$ cat src/rtl/jtag_tap_oversampled.sv
`default_nettype none
// ============================================================================
// Module      : jtag_tap_oversampled
// Description : IEEE 1149.1 TAP controller running entirely in the clk domain.
//               The JTAG pins are oversampled, TCK edges are detected, and the
//               16-state TAP FSM advances on detected TCK rises. Provides IR,
//               BYPASS, IDCODE and one 32-bit user DR with capture/update
//               pulses toward the debug unit.
// Ports       : clk, rst_n            system clock, async active-low reset
//               tck_i/tms_i/tdi_i     JTAG pins (asynchronous to clk)
//               trstn_i               JTAG reset pin, active low
//               tdo_o, tdo_en_o       JTAG data out and its enable
//               tap_reset_o           FSM is in Test-Logic-Reset
//               user_capture_o/_i     capture pulse / data captured into user DR
//               user_update_o         pulse: user_data_o freshly updated
//               user_data_o           user DR value latched on Update-DR
// Revision    : 1.0 - initial release
// ============================================================================
module jtag_tap_oversampled #(
  parameter int unsigned         IR_WIDTH     = 4,
  parameter logic [31:0]         IDCODE_VALUE = 32'h249511C3,
  parameter logic [IR_WIDTH-1:0] USER_IR      = 4'b1000
) (
  input  logic        clk,
  input  logic        rst_n,
  input  logic        tck_i,
  input  logic        trstn_i,
  input  logic        tms_i,
  input  logic        tdi_i,
  output logic        tdo_o,
  output logic        tdo_en_o,
  output logic        tap_reset_o,
  output logic        user_capture_o,
  input  logic [31:0] user_capture_i,
  output logic        user_update_o,
  output logic [31:0] user_data_o
);

  localparam logic [3:0] TLR    = 4'd0;
  localparam logic [3:0] RTI    = 4'd1;
  localparam logic [3:0] SELDR  = 4'd2;
  localparam logic [3:0] CAPDR  = 4'd3;
  localparam logic [3:0] SHDR   = 4'd4;
  localparam logic [3:0] EX1DR  = 4'd5;
  localparam logic [3:0] PAUSDR = 4'd6;
  localparam logic [3:0] EX2DR  = 4'd7;
  localparam logic [3:0] UPDDR  = 4'd8;
  localparam logic [3:0] SELIR  = 4'd9;
  localparam logic [3:0] CAPIR  = 4'd10;
  localparam logic [3:0] SHIR   = 4'd11;
  localparam logic [3:0] EX1IR  = 4'd12;
  localparam logic [3:0] PAUSIR = 4'd13;
  localparam logic [3:0] EX2IR  = 4'd14;
  localparam logic [3:0] UPDIR  = 4'd15;

  localparam logic [IR_WIDTH-1:0] IR_IDCODE  = IR_WIDTH'(1);
  localparam logic [IR_WIDTH-1:0] IR_CAPTURE = IR_WIDTH'(2'b01);

  // Two-flop synchronisers; index 1 is the synchronised value.
  logic [1:0] tck_sync_q, tms_sync_q, tdi_sync_q, trstn_sync_q;
  logic       tck_prev_q;

  logic [3:0]          state_q, state_d, tap_next;
  logic [IR_WIDTH-1:0] ir_q, ir_d, ir_shift_q, ir_shift_d;
  logic [31:0]         dr_shift_q, dr_shift_d;
  logic                bypass_q, bypass_d;
  logic                tdo_q, tdo_d, tdo_en_q, tdo_en_d;
  logic [31:0]         user_data_q, user_data_d;
  logic                user_capture_q, user_capture_d;
  logic                user_update_q, user_update_d;

  logic tck_s, tms_s, tdi_s, trst;
  logic tck_rise, tck_fall;
  logic sel_idcode, sel_user;

  always_ff @(posedge clk or negedge rst_n) begin
    if (!rst_n) begin
      tck_sync_q   <= '0;
      tms_sync_q   <= '0;
      tdi_sync_q   <= '0;
      trstn_sync_q <= '0;
      tck_prev_q   <= 1'b0;
    end else begin
      tck_sync_q   <= {tck_sync_q[0], tck_i};
      tms_sync_q   <= {tms_sync_q[0], tms_i};
      tdi_sync_q   <= {tdi_sync_q[0], tdi_i};
      trstn_sync_q <= {trstn_sync_q[0], trstn_i};
      tck_prev_q   <= tck_sync_q[1];
    end
  end

  assign tck_s      = tck_sync_q[1];
  assign tms_s      = tms_sync_q[1];
  assign tdi_s      = tdi_sync_q[1];
  assign trst       = ~trstn_sync_q[1];
  assign tck_rise   = tck_s & ~tck_prev_q;
  assign tck_fall   = ~tck_s & tck_prev_q;
  assign sel_idcode = (ir_q == IR_IDCODE);
  assign sel_user   = (ir_q == USER_IR) && !sel_idcode;

  always_comb begin
    tap_next = state_q;
    case (state_q)
      TLR:     tap_next = tms_s ? TLR    : RTI;
      RTI:     tap_next = tms_s ? SELDR  : RTI;
      SELDR:   tap_next = tms_s ? SELIR  : CAPDR;
      CAPDR:   tap_next = tms_s ? EX1DR  : SHDR;
      SHDR:    tap_next = tms_s ? EX1DR  : SHDR;
      EX1DR:   tap_next = tms_s ? UPDDR  : PAUSDR;
      PAUSDR:  tap_next = tms_s ? EX2DR  : PAUSDR;
      EX2DR:   tap_next = tms_s ? UPDDR  : SHDR;
      UPDDR:   tap_next = tms_s ? SELDR  : RTI;
      SELIR:   tap_next = tms_s ? TLR    : CAPIR;
      CAPIR:   tap_next = tms_s ? EX1IR  : SHIR;
      SHIR:    tap_next = tms_s ? EX1IR  : SHIR;
      EX1IR:   tap_next = tms_s ? UPDIR  : PAUSIR;
      PAUSIR:  tap_next = tms_s ? EX2IR  : PAUSIR;
      EX2IR:   tap_next = tms_s ? UPDIR  : SHIR;
      UPDIR:   tap_next = tms_s ? SELDR  : RTI;
      default: tap_next = TLR;
    endcase
  end

  always_comb begin
    state_d        = state_q;
    ir_d           = ir_q;
    ir_shift_d     = ir_shift_q;
    dr_shift_d     = dr_shift_q;
    bypass_d       = bypass_q;
    tdo_d          = tdo_q;
    tdo_en_d       = tdo_en_q;
    user_data_d    = user_data_q;
    user_capture_d = 1'b0;
    user_update_d  = 1'b0;
    if (trst) begin
      // Takes priority over a coincident TCK edge; user data is preserved.
      state_d  = TLR;
      ir_d     = IR_IDCODE;
      tdo_d    = 1'b0;
      tdo_en_d = 1'b0;
    end else begin
      if (tck_rise) begin
        state_d = tap_next;
        // Actions belong to the state being left.
        case (state_q)
          CAPIR: ir_shift_d = IR_CAPTURE;
          SHIR:  ir_shift_d = {tdi_s, ir_shift_q[IR_WIDTH-1:1]};
          CAPDR: begin
            if (sel_idcode) begin
              dr_shift_d = IDCODE_VALUE;
            end else if (sel_user) begin
              dr_shift_d     = user_capture_i;
              user_capture_d = 1'b1;
            end else begin
              bypass_d = 1'b0;
            end
          end
          SHDR: begin
            if (sel_idcode || sel_user) begin
              dr_shift_d = {tdi_s, dr_shift_q[31:1]};
            end else begin
              bypass_d = tdi_s;
            end
          end
          default: ;
        endcase
        if (tap_next == UPDIR) begin
          ir_d = ir_shift_q;
        end
        if (tap_next == UPDDR && sel_user) begin
          user_data_d   = dr_shift_q;
          user_update_d = 1'b1;
        end
        if (tap_next == TLR) begin
          ir_d = IR_IDCODE;
        end
      end
      if (tck_fall) begin
        tdo_en_d = (state_q == SHIR) || (state_q == SHDR);
        if (state_q == SHIR) begin
          tdo_d = ir_shift_q[0];
        end else if (state_q == SHDR) begin
          tdo_d = (sel_idcode || sel_user) ? dr_shift_q[0] : bypass_q;
        end
      end
    end
  end

  always_ff @(posedge clk or negedge rst_n) begin
    if (!rst_n) begin
      state_q        <= TLR;
      ir_q           <= IR_IDCODE;
      ir_shift_q     <= '0;
      dr_shift_q     <= '0;
      bypass_q       <= 1'b0;
      tdo_q          <= 1'b0;
      tdo_en_q       <= 1'b0;
      user_data_q    <= '0;
      user_capture_q <= 1'b0;
      user_update_q  <= 1'b0;
    end else begin
      state_q        <= state_d;
      ir_q           <= ir_d;
      ir_shift_q     <= ir_shift_d;
      dr_shift_q     <= dr_shift_d;
      bypass_q       <= bypass_d;
      tdo_q          <= tdo_d;
      tdo_en_q       <= tdo_en_d;
      user_data_q    <= user_data_d;
      user_capture_q <= user_capture_d;
      user_update_q  <= user_update_d;
    end
  end

  assign tdo_o          = tdo_q;
  assign tdo_en_o       = tdo_en_q;
  assign tap_reset_o    = (state_q == TLR);
  assign user_capture_o = user_capture_q;
  assign user_update_o  = user_update_q;
  assign user_data_o    = user_data_q;

endmodule
`default_nettype wire
$ cat config.mk
export PLATFORM = sky130hd
export DESIGN_NAME = jtag_tap_oversampled
export DESIGN_NICKNAME = d
export VERILOG_FILES = /design/src/rtl/jtag_tap_oversampled.sv
export SDC_FILE = /design/constraint.sdc
export NUM_CORES = 1
export LEC_CHECK = 0
export CORE_MARGIN = 4
export CORE_UTILIZATION = 30
export DETAILED_ROUTE_END_ITERATION = 7
export GPL_ROUTABILITY_DRIVEN = 0
export PLACE_DENSITY = 0.56
export SETUP_SLACK_MARGIN = 0.1
export SLEW_MARGIN = 15
export SYNTH_ARGS = -nofsm -noshare
export SYNTH_HDL_FRONTEND = slang
export SYNTH_SLANG_ARGS = --single-unit
$ cat constraint.sdc
create_clock -name clk -period 2.5 [get_ports clk]
set_input_delay 0.25 -clock clk [delete_from_list [all_inputs] [get_ports clk]]
set_output_delay 0.25 -clock clk [all_outputs]
set_load 0.05 [all_outputs]
# Word-level counts from Yosys, hierarchy flattened
# Index checks and enable logic that the tools add are counted.
[word_totals]
regBits = 90
latchBits = 0
mem_bits_rw = 0
rom_bits = 0
in_bits = 38
word_cells = 108
memories = 0
[classes]
add_sub_neg = 0
n_mul = 0
div_mod_pow = 0
n_lt_le_gt_ge = 0
eq_ne = 28
shift = 0
muxes = 43
n_bitwise = 4
reduce_logical = 18
[ops]
columns = ["operator", "n"]
rows = [
  ["$mux 32", 3],
  ["$pmux 32 s2", 1],
  ["$pmux 4 s12", 1],
  ["$eq 4x4->1 const B", 11],
  ["$mux 4", 10],
  ["$mux 1", 21],
  ["$eq 4x3->1 const B", 4],
  ["$eq 4x1->1 const B", 2],
  ["$eq 4x2->1 const B", 2],
  ["$logic_not 4->1", 2],
  ["$ne 2x2->1 const B", 4],
  ["$pmux 4 s2", 1],
  ["$mux 2", 3],
  ["$mux 3", 2],
  ["$ne 3x1->1 const B", 2],
  ["$reduce_and 3->1", 2],
  ["$reduce_and 6->1", 1],
  ["$reduce_and 5->1", 1],
  ["$ne 2x1->1 const B", 2],
  ["$reduce_and 2->1", 2],
  ["$reduce_bool 2->1", 2],
  ["$reduce_or 2->1", 2],
  ["$ne 3x3->1 const B", 1],
  ["$reduce_or 3->1", 1],
  ["other kinds (6)", 10],
]

# Longest topological paths before layout
# Gate-level depths: netlist (run 1).
[logic_depth]
depth_word = 9
mapped_depth = 8

# Least setup slack after synthesis (run 1)
# OpenSTA, ideal clock, no wires.
[synth_timing]
path_type = "reg-to-output"
startpoint = "register state_q[2]"
endpoint = "output port tap_reset_o"
arrival_ns = 2.267
required_time_ns = 2.250
setup_slack_ns = -0.017
stages_incl_launch_ff = 4
path_cell_list = "dfrtp_1 > buf_2 > clkbuf_1 > nor4_1"
[synth_between]
elab_chain_len = 1
[synth_lines]
columns = ["item", "line_no", "text"]
rows = [
  ["from (decl)", "63", "logic [3:0] state_q, state_d, tap_next;"],
  ["from (signal assigned)", "202", "state_q <= state_d;"],
  ["$logic_not 4->1", "217", "assign tap_reset_o = (state_q == TLR);"],
  ["to (decl)", "32", "output logic tap_reset_o,"],
]
# No other way between the ends.

# Worst setup path in the final report (run 1)
[layout_timing]
startpoint = "register tms_sync_q[1]"
endpoint = "register user_data_q[26] (netlist: user_data_o[26])"
[layout_between]
elab_chain_len = 5
[layout_lines]
columns = ["item", "line_no", "text"]
rows = [
  ["from (decl)", "60", "logic [1:0] tck_sync_q, tms_sync_q, tdi_sync_q, trstn_sync_q;"],
  ["from (signal assigned)", "85", "tms_sync_q <= {tms_sync_q[0], tms_i};"],
  ["$mux 2 (tied with other cells)", "n/a", ""],
  ["$pmux 4 s12 *", "103", "case (state_q)"],
  ["$eq 4x4->1 *", "170", "if (tap_next == UPDDR && sel_user) begin"],
  ["$logic_and 1x1->1 *", "170", ""],
  ["$reduce_and 3->1 (no line) *", "n/a", ""],
  ["to (signal assigned)", "209", "user_data_q <= user_data_d;"],
  ["to (decl)", "68", "logic [31:0] user_data_q, user_data_d;"],
]
# Mark *: on every way between the ends. The rest lies on a longest branch, timed or not.
# A chain may end at the register's enable or synchronous reset.

==> summary.md, run 1 <==
| Metric | Value |
|---|---|
| Number of setup violations in the final report | 0 |
| Clock tree sinks | 90 |
| Synthesis Warnings | 0 |
| Setup repair after global routing missed its margin | false |
| Endpoint arrival time on the critical path | 2.46 ns |
| Wire length per cell | 15.8 um |
| Total congestion overflow | 0 |
| Via count of the first global-routing pass | 2,852 |
| Root buffer cell | clkbuf_16 |
| Commonest register cell after synthesis | dfrtp_1 |
| Global-route wire length before repair | 14,800 um |
| Ratio of final minimum period to clock period | 89.4% |
| I/O pin cnt | 75 |
| Commonest cells post-synth | dfrtp_1, nand2_1, o21ai_0 |
| Leak Pwr | 2.37 nW |
| Worst setup endpoint | user_data_o[26] |
| Power density normalized to cell area | 581 nW/um^2 |
| Post-Route Hold Slack | 0.345 ns |
| Min-Delay Path Class | reg -> reg |
| Number of synthesized flops with an enable pin | 0 |
| Layout cell share with drive strength beyond 1 | 16.8% |
| Cell row count | 41 |
| Clock H-tree levels | 3 |
| Post-synthesis cell type with the largest combined area | dfrtp_1 |
| Fin Setup TNS | 0 ns |
| Drt drc | 0 |
| Synthesized Nets | 389 |
| Number of cells produced by synthesis | 351 |
| Final hold violations | 0 |
| Number of antenna violations at the first check in global routing | 0 |
| Source-to-sink clock delay at the later pin of the worst-skew pair | 0.33 ns |
| Path type of the worst setup path | reg -> reg |
| Max Clock Freq | 0.447 GHz |
| Synth async-reset ratio | 100% |
| Max-slew violation count | 0 |
| Die Height | 123 um |
| Chip width | 123 um |
| Number of buffers on the longest clock path | 2 |
| Total CTS buffers | 9 |
| Number of iterations in the first detailed-routing pass | 4 |
| Transition at the pin with the smallest max-transition slack | 0.618 ns |
| Via total after detailed routing | 2,866 |
| Postcts setup bufs | 0 |
| Worst-path clk slew | 0.07 ns |
| Area of the placeable core | 12,800 sq um |
| Critical Path Fanout Max | 16 |
| Post-detail-place hpwl | 6300 um |
| Post-route antenna net violation count | 0 |
| Violation count after the first detailed-routing iteration | 173 |
| Final Net Count | 461 |
| Post-place instance area | 4930 sq um |
| Start point of the worst hold path | tck_sync_q[0] |
| Synthesized flop and latch total | 90 |
| P&R area growth vs syn | 32.3% |
| CP Capture Type | register |
| Top-count cell post-synth | dfrtp_1 |
| Summed instance area of the synthesized netlist | 4000 sq um |
| Register-to-register setup slack | 0.26 ns |
| Max_cap viols | 0 |
| Post-synthesis average cell area | 11.4 sq um |
| Run status | completed |
| Max-slew headroom | 58.7% |
| Clock tree from TritonCTS | done |
| Number of different library cells in the post-synthesis netlist | 44 |
| Reg2Reg Capture Point | user_data_o[26] |
| Dominant cells by area after synthesis | dfrtp_1, mux2_4, o21ai_0, nand2_1, a22oi_1 |
| Area of all placed cells without fillers | 5290 sq um |
| Highest ir drop seen on vdd | 0.350 mV |
| Pin count of the biggest net entering global routing | 65 |
| Setup Skew | 0.00807 ns |
| Min Tclk post-route | 2.24 ns |
| Sequential fraction of the synthesis area | 56.4% |
| Worst setup path startpoint | tms_sync_q[1] |
| Number of vias per cell | 4.78 |
| Total die area | 15,200 sq um |
| Fillers | 1,226 |
| Wire length after detailed routing | 9500 um |
| Number of diodes | 0 |
| # port buffers | 74 |
| FF-to-FF Start | tms_sync_q[1] |
| Effective utilization at floorplan | 31.2% |
| Reg2Reg Depth | 5 |
| Data required time of the critical path | 2.72 ns |
| Overall routing resource usage | 12.5% |
| Post-synth top area share | 55.7% |
| Critical Path Start Type | register |
==> area by class of cell <==
cell class                      instances  area, sq um  share of cell area, %
Clock buffer                           10          239                   4.52
Clock inverter                          6         71.3                   1.35
Inverter                                5         18.8                  0.355
Multi-Input combinational cell        229         1590                   30.1
Sequential cell                        90         2250                   42.6
Tap cell                              172          215                   4.07
Timing Repair Buffer                   88          900                   17.0
==> routing by layer <==
layer  track usage [%]  vias to the layer above  wire length (um)
li1                  -                     1395                 -
met1              16.3                     1375              4400
met2              20.0                       81              4410
met3              3.48                       15               523
met4              4.15                        0               160
met5                 0                        -                 0
==> timing repair <==
action                                  4_1_cts  5_1_grt
endpoints found under the setup margin        1       36
cloned                                        0        1
endpoints found under the hold margin        44        0
hold buffers                                  1        0
resized for setup                             1        4
==> kinds of logic (layout without fill, tap and decap cells) <==
group                     Yosys count  count (layout)  synth area share, %
AOI/OAI and AO/OA                  97              97                 15.2
xor gates and xnor gates            1               1                0.219
buffers and inverters              32             109                 4.72
DFF                                90              90                 56.4
muxes                              33              33                 12.1
and+or+nand+nor                    98              98                 11.5
==> through the flow <==
step	utilization, %	total power, mW	std cells	worst slack (ns)
after floorplan	-	1.58	351	0.372
after detailed placement	38.4	1.70	582	0.137
after CTS	40.9	3.11	599	0.124
final	41.2	3.07	600	0.264
after global placement	38.4	1.70	582	0.207
after global routing	41.2	3.19	600	0.141
==> worst max-delay path, stage by stage, from the launching register on <==
cell	delay (ns)
dfrtp_1	0.43
nand2b_1	0.18
a221o_1	0.37
or4_4	0.60
clkbuf_16	0.23
mux2_4	0.30
==> registers in the layout, indices dropped and copies added (netlist names), 2 cells and up <==
name / flops
tdi_sync_q: 2
dr_shift_q: 32
tck_sync_q: 2
trstn_sync_q: 2
tms_sync_q: 2
ir_shift_q: 4
user_data_o: 32
state_q: 4
ir_q: 4
==> worst min path at each step <==
stage,slack (ns),endpoint,cells past startpoint
finish,0.34,tck_sync_q[1],0
global route,0.34,trstn_sync_q[0],1
CTS,0.34,tdi_sync_q[0],1
detailed placement,0.30,user_data_o[5],1
global placement,0.29,user_data_o[5],1
floorplan,-0.05,bypass_q,0
==> power breakdown <==
group / leakage [nW] / internal [mW] / switching (mW) / total, mW
Combinational: 1.15 / 0.0825 / 0.0833 / 0.166
Sequential: 1.07 / 1.49 / 0.0237 / 1.51
Clock: 0.151 / 0.815 / 0.584 / 1.40
==> placed cells by master (no fill, tap or decap), drive strengths merged, types with 3 or more instances in the layout <==
| cell type | instances |
|---|---|
| a22oi | 20 |
| clkbuf | 11 |
| inv | 8 |
| nand3 | 5 |
| a22o | 3 |
| o22ai | 12 |
| dfrtp | 89 |
| nand2b | 7 |
| nor2 | 9 |
| nand2 | 54 |
| a21oi | 5 |
| nor2b | 6 |
| nor4 | 4 |
| mux2 | 32 |
| buf | 13 |
| o21ai | 43 |
| clkdlybuf4s50 | 72 |
(Power assumes the default switching activity.)
==> inputs of run 2 (changes only) <==
--- a/config.mk
+++ b/config.mk
@@ -9,6 +9,7 @@
 export CORE_UTILIZATION = 30
 export DETAILED_ROUTE_END_ITERATION = 7
 export GPL_ROUTABILITY_DRIVEN = 0
+export MAX_ROUTING_LAYER = met4
 export PLACE_DENSITY = 0.56
 export SETUP_SLACK_MARGIN = 0.1
 export SLEW_MARGIN = 15
==> summary.md, run 2 (same netlist as run 1, synthesis figures left out) <==
| Metric | Value |
|---|---|
| Run status | completed |
| Clock H-tree levels | 3 |
| Wire length after detailed routing | 9540 um |
| Worst-path clk slew | 0.07 ns |
| Min-Delay Path Class | reg -> reg |
| Wire length per cell | 15.9 um |
| Number of buffers on the longest clock path | 2 |
| Total congestion overflow | 0 |
| Leak Pwr | 2.37 nW |
| Cell row count | 41 |
| Number of setup violations in the final report | 0 |
| Chip width | 123 um |
| Setup repair after global routing missed its margin | false |
| Endpoint arrival time on the critical path | 2.46 ns |
| Max-slew violation count | 0 |
| Post-detail-place hpwl | 6300 um |
| Clock tree from TritonCTS | done |
| Max Clock Freq | 0.447 GHz |
| Area of all placed cells without fillers | 5290 sq um |
| Effective utilization at floorplan | 31.2% |
| Critical Path Fanout Max | 16 |
| Min Tclk post-route | 2.24 ns |
| Commonest non-fill, non-tap cells in the layout | dfrtp_1, clkdlybuf4s50_1, nand2_1 |
| Fin Setup TNS | 0 ns |
| Number of diodes | 0 |
| I/O pin cnt | 75 |
| Global-route wire length before repair | 14,800 um |
| Highest ir drop seen on vdd | 0.350 mV |
| Final hold violations | 0 |
| Total die area | 15,200 sq um |
| Most common library cell in the layout ignoring fill and taps | dfrtp_1 |
| Drt drc | 0 |
| Via count of the first global-routing pass | 2,868 |
| Pin count of the biggest net entering global routing | 65 |
| Final Net Count | 461 |
| Number of cells in the finished layout apart from fillers | 600 |
| Reg2Reg Depth | 5 |
| Root buffer cell | clkbuf_16 |
| Path type of the worst setup path | reg -> reg |
| Max_cap viols | 0 |
| Data required time of the critical path | 2.72 ns |
| Worst Slack Setup Final | 0.264 ns |
| Die Height | 123 um |
| Number of iterations in the first detailed-routing pass | 4 |
| Number of vias per cell | 4.75 |
| P&R area growth vs syn | 32.3% |
| Setup Skew | 0.00799 ns |
| Source-to-sink clock delay at the later pin of the worst-skew pair | 0.33 ns |
| Fillers | 1,226 |
| Max-slew headroom | 58.0% |
| Critical Path Start Type | register |
| Total CTS buffers | 9 |
| Post-Place Setup Slack | 0.137 ns |
| Hold path cells | 0 |
| Overall routing resource usage | 12.8% |
| Layout cell share with drive strength beyond 1 | 16.8% |
| Ratio of final minimum period to clock period | 89.4% |
| Cell total after placement | 582 |
| Post-place instance area | 4930 sq um |
| CP Capture Type | register |
| Number of antenna violations at the first check in global routing | 0 |
| Power density normalized to cell area | 581 nW/um^2 |
| Postcts setup bufs | 0 |
| Transition at the pin with the smallest max-transition slack | 0.628 ns |
| Clock tree sinks | 90 |
| Post-layout utilization of the core | 41.2% |
| # port buffers | 74 |
| Post-route antenna net violation count | 0 |
| Violation count after the first detailed-routing iteration | 157 |
| Via total after detailed routing | 2,848 |
| Area of the placeable core | 12,800 sq um |
[run 2: area by class of cell]
type                            instances  area (sq um)  area share, %
Sequential cell                        90          2250           42.6
Multi-Input combinational cell        229          1590           30.1
Timing Repair Buffer                   88           900           17.0
Clock buffer                           10           239           4.52
Tap cell                              172           215           4.07
Clock inverter                          6          71.3           1.35
Inverter                                5          18.8          0.355
[run 2: path summary, 6_finish.rpt]
path,end,slack (ns),start
max reg2reg,user_data_o[13],0.26,tms_sync_q[1]
min in group asynchronous,user_data_o[5],0.47,rst_n
min,tck_sync_q[1],0.34,tck_sync_q[0]
max in group asynchronous,ir_q[0],1.28,rst_n
max,user_data_o[13],0.26,tms_sync_q[1]
min reg2reg,tck_sync_q[1],0.34,tck_sync_q[0]
[run 2: timing repair]
| item | in CTS | in global routing |
|---|---|---|
| hold endpoints to repair | 44 | 0 |
| endpoints found under the setup margin | 1 | 36 |
| gates cloned | 0 | 1 |
| resized for setup | 1 | 4 |
| hold buffers | 1 | 0 |
| pin swaps | 0 | 0 |
[run 2: critical path: stages (launching register included)]
cell,delay (ns)
dfrtp_1,0.43
nand2b_1,0.18
a221o_1,0.37
or4_4,0.60
clkbuf_16,0.23
mux2_4,0.30
[run 2: power breakdown]
group | internal, mW | switching, mW
Sequential | 1.49 | 0.0235
Combinational | 0.0825 | 0.0840
Clock | 0.815 | 0.584
Total | 2.38 | 0.691
[run 2: stage by stage]
stage | hold slack [ns] | total power [mW]
finish | 0.343 | 3.07
CTS | 0.340 | 3.11
floorplan | -0.0456 | 1.58
detailed placement | 0.295 | 1.70
global placement | 0.290 | 1.70
global route | 0.338 | 3.19
[run 2: layer usage]
| metal | up-vias | global-route usage, % | routed length (um) |
|---|---|---|---|
| met3 | 15 | 3.34 | 513 |
| li1 | 1395 | - | - |
| met2 | 77 | 20.2 | 4420 |
| met5 | - | - | 0 |
| met4 | 0 | 4.15 | 187 |
| met1 | 1361 | 16.3 | 4420 |
==> inputs of run 3 (changes only) <==
--- a/config.mk
+++ b/config.mk
@@ -16,3 +16,4 @@
 export SYNTH_ARGS = -nofsm -noshare
 export SYNTH_HDL_FRONTEND = slang
 export SYNTH_SLANG_ARGS = --single-unit
+export TNS_END_PERCENT = 100
==> results of run 3 <==
The final DEF is identical to that of run 2; final timing and power are the same.
